<file path="src/rtl/booth_mul_ctrl_if.sv">
// Control bundle between the radix-2 Booth sequencer and the A/Q/M datapath.
// The slave side is the sequencer; the master side is the decoder/datapath.
interface booth_mul_ctrl_if #(
  parameter int WIDTH = 8,
  parameter int CNT_W = $clog2(WIDTH)
);
  logic             start;
  logic             q_lsb;
  logic             q_m1;
  logic             load_m;
  logic             load_q;
  logic             clear_aq;
  logic             load_a;
  logic             add_sub;
  logic             shift_aq;
  logic             out_a;
  logic             out_q;
  logic             busy;
  logic             done;
  logic [CNT_W-1:0] iter;

  modport master (
    output start, q_lsb, q_m1,
    input  load_m, load_q, clear_aq, load_a, add_sub, shift_aq,
           out_a, out_q, busy, done, iter
  );

  modport slave (
    input  start, q_lsb, q_m1,
    output load_m, load_q, clear_aq, load_a, add_sub, shift_aq,
           out_a, out_q, busy, done, iter
  );
endinterface

</file>
<file path="src/rtl/booth_mul_ctrl.sv">
// Radix-2 Booth multiply sequencer: one ARITH + one SHIFT cycle per iteration,
// fixed latency independent of the operand bits.
module booth_mul_ctrl #(
  parameter int WIDTH = 8,
  parameter int CNT_W = $clog2(WIDTH)
) (
  input logic             clk,
  input logic             reset,
  booth_mul_ctrl_if.slave bus
);

  typedef enum logic [2:0] {
    IDLE   = 3'd0,
    LOAD_M = 3'd1,
    LOAD_Q = 3'd2,
    ARITH  = 3'd3,
    SHIFT  = 3'd4,
    OUT_A  = 3'd5,
    OUT_Q  = 3'd6
  } state_e;

  localparam logic [CNT_W-1:0] LAST = CNT_W'(WIDTH - 1);

  state_e           state_q, state_d;
  logic [CNT_W-1:0] iter_q, iter_d;

  always_ff @(posedge clk or posedge reset) begin
    if (reset) begin
      state_q <= IDLE;
      iter_q  <= '0;
    end else begin
      state_q <= state_d;
      iter_q  <= iter_d;
    end
  end

  always_comb begin
    state_d      = state_q;
    iter_d       = iter_q;
    bus.load_m   = 1'b0;
    bus.load_q   = 1'b0;
    bus.clear_aq = 1'b0;
    bus.load_a   = 1'b0;
    bus.add_sub  = 1'b0;
    bus.shift_aq = 1'b0;
    bus.out_a    = 1'b0;
    bus.out_q    = 1'b0;
    bus.done     = 1'b0;
    unique case (state_q)
      IDLE: if (bus.start) state_d = LOAD_M;
      LOAD_M: begin
        bus.load_m = 1'b1;
        state_d    = LOAD_Q;
      end
      LOAD_Q: begin
        bus.load_q   = 1'b1;
        bus.clear_aq = 1'b1;
        iter_d       = '0;
        state_d      = ARITH;
      end
      // Only Mealy state: {Q0,Q-1}=10 subtracts M, 01 adds M, 00/11 leave A alone.
      ARITH: begin
        bus.load_a  = bus.q_lsb ^ bus.q_m1;
        bus.add_sub = bus.q_lsb & ~bus.q_m1;
        state_d     = SHIFT;
      end
      SHIFT: begin
        bus.shift_aq = 1'b1;
        if (iter_q == LAST) begin
          state_d = OUT_A;
        end else begin
          iter_d  = iter_q + CNT_W'(1);
          state_d = ARITH;
        end
      end
      OUT_A: begin
        bus.out_a = 1'b1;
        state_d   = OUT_Q;
      end
      OUT_Q: begin
        bus.out_q = 1'b1;
        bus.done  = 1'b1;
        state_d   = IDLE;
      end
      default: state_d = IDLE;
    endcase
  end

  assign bus.busy = (state_q != IDLE);
  assign bus.iter = iter_q;

endmodule

</file>
<file path="src/flat_wrapper.sv">
// flat-port wrapper written by rule: the top's interface ports become plain ports
module booth_mul_ctrl_flat 
#(
  parameter int WIDTH = 8,
  parameter int CNT_W = $clog2(WIDTH)
)
  (clk, reset, bus_start, bus_q_lsb, bus_q_m1, bus_load_m, bus_load_q, bus_clear_aq, bus_load_a, bus_add_sub, bus_shift_aq, bus_out_a, bus_out_q, bus_busy, bus_done, bus_iter);
  booth_mul_ctrl_if #(.WIDTH(WIDTH), .CNT_W(CNT_W)) bus_i ();
  input logic clk;
  input logic reset;
  input wire logic [$bits(bus_i.start)-1:0] bus_start;
  input wire logic [$bits(bus_i.q_lsb)-1:0] bus_q_lsb;
  input wire logic [$bits(bus_i.q_m1)-1:0] bus_q_m1;
  output wire logic [$bits(bus_i.load_m)-1:0] bus_load_m;
  output wire logic [$bits(bus_i.load_q)-1:0] bus_load_q;
  output wire logic [$bits(bus_i.clear_aq)-1:0] bus_clear_aq;
  output wire logic [$bits(bus_i.load_a)-1:0] bus_load_a;
  output wire logic [$bits(bus_i.add_sub)-1:0] bus_add_sub;
  output wire logic [$bits(bus_i.shift_aq)-1:0] bus_shift_aq;
  output wire logic [$bits(bus_i.out_a)-1:0] bus_out_a;
  output wire logic [$bits(bus_i.out_q)-1:0] bus_out_q;
  output wire logic [$bits(bus_i.busy)-1:0] bus_busy;
  output wire logic [$bits(bus_i.done)-1:0] bus_done;
  output wire logic [$bits(bus_i.iter)-1:0] bus_iter;
  assign bus_i.start = bus_start;
  assign bus_i.q_lsb = bus_q_lsb;
  assign bus_i.q_m1 = bus_q_m1;
  assign bus_load_m = bus_i.load_m;
  assign bus_load_q = bus_i.load_q;
  assign bus_clear_aq = bus_i.clear_aq;
  assign bus_load_a = bus_i.load_a;
  assign bus_add_sub = bus_i.add_sub;
  assign bus_shift_aq = bus_i.shift_aq;
  assign bus_out_a = bus_i.out_a;
  assign bus_out_q = bus_i.out_q;
  assign bus_busy = bus_i.busy;
  assign bus_done = bus_i.done;
  assign bus_iter = bus_i.iter;
  booth_mul_ctrl #(.WIDTH(WIDTH), .CNT_W(CNT_W)) u_core (.clk(clk), .reset(reset), .bus(bus_i));
endmodule
</file>
<file path="config.mk">
export PLATFORM = sky130hd
export DESIGN_NAME = booth_mul_ctrl_flat
export DESIGN_NICKNAME = d
export VERILOG_FILES = /design/src/rtl/booth_mul_ctrl_if.sv /design/src/rtl/booth_mul_ctrl.sv /design/src/flat_wrapper.sv
export SDC_FILE = /design/constraint.sdc
export NUM_CORES = 1
export LEC_CHECK = 0
export CAP_MARGIN = 20
export CORE_AREA = 2 2 39 41
export CTS_CLUSTER_DIAMETER = 50
export DETAILED_ROUTE_END_ITERATION = 6
export DIE_AREA = 0 0 41 43
export MAX_ROUTING_LAYER = met4
export PLACE_DENSITY_LB_ADDON = 0.05
export SLEW_MARGIN = 15
export SYNTH_ARGS = -nofsm -noshare
export SYNTH_HDL_FRONTEND = slang
export SYNTH_SLANG_ARGS = --single-unit
export TNS_END_PERCENT = 1
</file>
<file path="constraint.sdc">
create_clock -name clk -period 1.6 [get_ports clk]
set_input_delay 0.32 -clock clk [delete_from_list [all_inputs] [get_ports clk]]
set_output_delay 0.32 -clock clk [all_outputs]
set_load 0.01 [all_outputs]
</file>
==> reports/qor.yml, run 1 <==
dr.first_iter.drc_count: 3
synthesis.nets: 54
cp_data_arrival_time_ns: 1.22
most-common-layout-cells: "9 x buf_4, 5 x clkdlybuf4s50_1"
cp-end-kind: "primary output"
crit_type: "in2out"
syn_avg_cell_area_um2: 9.63
layout.cells.non_filler: 86
clkPwrFrac: 0.120
power_frac_seq: 0.288
switching_share: 0.395
rows: 14
cts.sinks: 6
clock_skew_ns: 0.000772
hold_viol_final: 0
max_freq_ghz: 0.650
synth.yosys.warnings: 0
relSlewSlack: 0.839
final_cell_area_um2: 664
num_antenna_cells: 0
fin_crit_ns: 1.54
ant_nets: 0
rrSetupSlack_ns: 0.19
p_sw_uw: 432
grt_use_total: 0.124
grt_antenna_before_repair: 0
regArea_um2: 154
cp.required_ns: 1.28
combPwrFrac: 0.592
vias: 392
firstDrtPassIters: 3
fp.dieH_um: 43
hold_class: "in2async"
cts_setup_buffers: 0
nets: 80
h-tree-depth: 1
grt_pass1_wl_um: 1470
crit_fanout: 1
ys_seq_area_frac: 0.339
drive_gt1_frac: 0.371
start_util: 0.320
wl_um: 856
start_kind: "input pin"
post_drt_wl_per_cell_um: 9.95
tightest_slew_ns: 0.239
die_w_um: 41
run_status: "finished, final reports clean"
ios: 18
rsz0062_at_grt: "true"
cap_viol_max_count: 0
multi_input_area_um2: 236
tns_ns: 0
cts_buffer_depth: 2
layout.cells.most_common: "buf_4"
cts_root_buffer: "clkbuf_4"
power_density_nw_per_um2: 1650
p_leak_uw: 0.000339
coreArea_um2: 1380
r2r-end: "u_core.bus.iter[2]"
placed_cells: 83
grt_pass1_vias: 349
netlist_instances: 46
grt_max_degree: 10
irDropWorstVdd_v: 0.000779
viasPerCell: 4.56
io_buffers: 17
yosysUniqueCellTypes: 24
fin_util: 0.480
period_share: 0.962
dieArea_um2: 1760
drv_slew: 0
synth-seq-cells: 6
intPower_uw: 663
syn_to_final_growth_pct: 50.0
setup_ws_ns: 0.0611
cts_buffers: 3
place_congestion: 0.698
drc: 0
dpl.hpwl_um: 713
clock_latency_ns: 0.24
holdBufCountCts: 0
cts_tree: "built"
reg2regPathDepth: 5
clkTransAtPathRegs_ns: 0.04
grt_overflow: 0
post-place-ws_ns: -0.437
synth_area_um2: 443
placed_area_um2: 658
setup_viol: 0
nFillCells: 148
rr_startpoint: "u_core.bus.iter[1]"
==> final cells by class <==
cell class / instances / share of cell area
inverter: 5 / 0.0282
sequential: 6 / 0.232
clock buffer: 3 / 0.0339
timing repair buffer: 26 / 0.320
tap: 16 / 0.0301
multi-input combinational: 30 / 0.356
==> repair_timing <==
item                                    4_1_cts  5_1_grt
gates resized for setup                      26        6
endpoints found under the setup margin       10        6
pin swaps                                     2        2
==> cell usage after synthesis, drive strengths merged <==
| cell type | instances | area (µm²) |
|---|---|---|
| dfrtp | 6 | 150 |
| buf | 5 | 42.5 |
| inv | 5 | 18.8 |
| nor2 | 4 | 15.0 |
| a21oi | 3 | 15.0 |
| ha | 3 | 37.5 |
| nor3b | 3 | 27.5 |
| o2bb2ai | 3 | 26.3 |
| nor3 | 2 | 10.0 |
| a211oi | 1 | 7.51 |
| a31oi | 1 | 6.26 |
| and2b | 1 | 8.76 |
| and4bb | 1 | 12.5 |
| nand2 | 1 | 3.75 |
| nand2b | 1 | 6.26 |
| nand3 | 1 | 5.00 |
| nor4b | 1 | 23.8 |
| o21ai | 1 | 5.00 |
| o21bai | 1 | 7.51 |
| o31ai | 1 | 7.51 |
| or3 | 1 | 6.26 |
==> metal layers <==
layer	share of wire	wire, µm	vias up	GRT usage
met4	0	0	0	0.0600
met1	0.47	405	174	0.179
met2	0.47	403	8	0.156
met5	0	0	-	-
li1	-	-	210	-
met3	0.055	47	0	0.0314
==> through the flow <==
stage,total power (µW),hold slack [ns]
after floorplan,696,0.111
after detailed placement,1030,0.531
final,1090,0.286
after global placement,1030,0.535
after CTS,1120,0.282
after global routing,1200,0.319
==> sequential cells by signal, summed over array words and instances (netlist names) <==
signal and count:
u_core.bus.iter 3, u_core.state_q 3
==> how the worst max path moves through the flow <==
stage	startpoint	end	slack (ns)	cells after the start
floorplan	u_core.state_q[2]	bus_out_q	0.12	4
global placement	bus_q_m1	bus_load_a	-0.44	5
detailed placement	bus_q_m1	bus_load_a	-0.44	5
CTS	bus_q_m1	bus_load_a	0.002	5
global route	u_core.state_q[0]	bus_clear_aq	-0.002	2
finish	bus_q_lsb	bus_load_a	0.06	4
==> power by group through the flow <==
stage               clock (µW)  sequential, µW  combinational, µW
CTS                        139             317                664
finish                     132             316                648
global route               150             331                719
floorplan                    0             290                406
global placement             0             312                721
detailed placement           0             308                720
==> cell families after synthesis <==
kind of cell,after synthesis,synth area share
simple gates,16,0.268
compound gates,11,0.170
buf+inv,10,0.138
flops,6,0.339
fa+ha+maj,3,0.0848
==> critical path, cell delays in order <==
cell and delay, ns:
clkdlybuf4s50_1 0.46, ha_1 0.22, nor2_1 0.09, buf_2 0.13
Power figures use the tool's default switching activity.
==> run 2, diff against run 1 <==
Settings changed: SKIP_CTS_REPAIR_TIMING set to 1, SLEW_MARGIN 15 to 10.
==> reports/qor.yml, run 2 (synthesis results as in run 1) <==
nets: 81
r2r-end: "u_core.bus.iter[2]"
setup_viol: 1
whs_ns: 0.286
grt_max_degree: 10
relSlewSlack: 0.840
h-tree-depth: 1
fp.dieH_um: 43
clkTransAtPathRegs_ns: 0.04
drc: 0
cap_viol_max_count: 0
run_status: "finished, violations left"
cp_data_arrival_time_ns: 1.31
dr.first_iter.drc_count: 4
grtUsageMet1: 0.173
layout.cells.most_common: "buf_4"
nFillCells: 139
syn_to_final_growth_pct: 60.2
cts.sinks: 6
grt_pass1_wl_um: 1430
crit_type: "in2out"
place_congestion: 0.698
tightest_slew_ns: 0.238
violations: "negative setup slack"
hold_viol_final: 0
crit_path_start: "bus_q_m1"
firstDrtPassIters: 4
ios: 18
cts_buffer_depth: 2
max_freq_ghz: 0.613
io_buffers: 17
fin_crit_ns: 1.63
viasPerCell: 4.51
vias: 392
most-common-layout-cells: "10 x buf_4, 9 x dlymetal6s2s_1, 6 x clkdlybuf4s50_1, 4 x nor2_1, 4 x inv_1"
ant_nets: 0
layout.cells.non_filler: 87
grt_pass1_vias: 341
rr_startpoint: "u_core.bus.iter[1]"
hold_class: "in2async"
regArea_um2: 154
post_drt_wl_per_cell_um: 10.6
top_usage_layer: "met1"
total_power_uw: 1160
rrSetupSlack_ns: 0.20
coreArea_um2: 1380
rows: 14
grt_overflow: 0
cp-end-kind: "primary output"
placed_cells: 83
dpl.hpwl_um: 713
grt_use_total: 0.121
crit_fanout: 1
final_cell_area_um2: 709
cp.required_ns: 1.28
reg2regPathDepth: 5
num_antenna_cells: 0
clock_skew_ns: 0.000858
drv_slew: 0
grt_antenna_before_repair: 0
start_util: 0.320
cts_buffers: 3
cts_tree: "built"
drive_gt1_frac: 0.338
use_met3: 0.0314
rsz0062_at_grt: "true"
multi_input_area_um2: 236
placed_area_um2: 658
wl_um: 920
start_kind: "input pin"
p_leak_uw: 0.000435
dieArea_um2: 1760
period_share: 1.02
crit_end: "bus_load_a"
cts_root_buffer: "clkbuf_4"
power_density_nw_per_um2: 1630
setup_ws_ns: -0.0313
use_met2: 0.153
clock_latency_ns: 0.24
irDropWorstVdd_v: 0.000794
die_w_um: 41
[run 2: how the worst min path moves through the flow]
| stage | start | end | slack, ns | cells after the start |
|---|---|---|---|---|
| 6_report | reset | u_core.state_q[1] | 0.29 | 2 |
| 5_1_grt | reset | u_core.state_q[1] | 0.32 | 2 |
| 4_1_cts | reset | u_core.bus.iter[0] | 0.28 | 2 |
| 3_5_place_dp | u_core.bus.iter[1] | u_core.bus.iter[1] | 0.53 | 1 |
| 3_3_place_gp | reset | u_core.state_q[1] | 0.54 | 2 |
| 2_1_floorplan | reset | u_core.bus.iter[0] | 0.11 | 1 |
[run 2: area by class of cell]
class	count	share of cell area
Tap cell	16	0.0282
Inverter	5	0.0265
Timing Repair Buffer	27	0.363
Multi-Input combinational cell	30	0.333
Clock buffer	3	0.0317
Sequential cell	6	0.217
[run 2: stage by stage]
| stage | setup TNS, ns | setup WS (ns) | utilization |
|---|---|---|---|
| after floorplan | 0 | 0.120 | - |
| after detailed placement | -1.15 | -0.437 | 0.476 |
| after CTS | -3.23 | -0.445 | 0.492 |
| final | -0.0313 | -0.0313 | 0.513 |
| after global routing | -0.121 | -0.109 | 0.513 |
| after global placement | -1.25 | -0.439 | 0.476 |
[run 2: power by group]
| group | internal (µW) | switching, µW | leakage (µW) |
|---|---|---|---|
| sequential | 221 | 94.7 | 0.0000738 |
| clock | 84.3 | 47.2 | 0.0000138 |
| combinational | 411 | 297 | 0.000347 |
| total | 716 | 439 | 0.000435 |
[run 2: worst max-delay path: stages]
cell             delay (ns)
clkdlybuf4s50_1        0.45
inv_1                  0.04
ha_1                   0.27
nor2_1                 0.10
clkbuf_2               0.14
[run 2: layer usage]
metal | share of wire | vias to the layer above | wire, µm
met3 | 0.055 | 0 | 51
met1 | 0.46 | 173 | 424
met5 | 0 | - | 0
met4 | 0 | 0 | 0
met2 | 0.48 | 8 | 444
li1 | - | 211 | -
==> run 3, diff against run 2 <==
Settings changed: ABC_AREA set to 0.
==> results of run 3 <==
No change in the layout: final DEF, timing and power equal those of run 2.
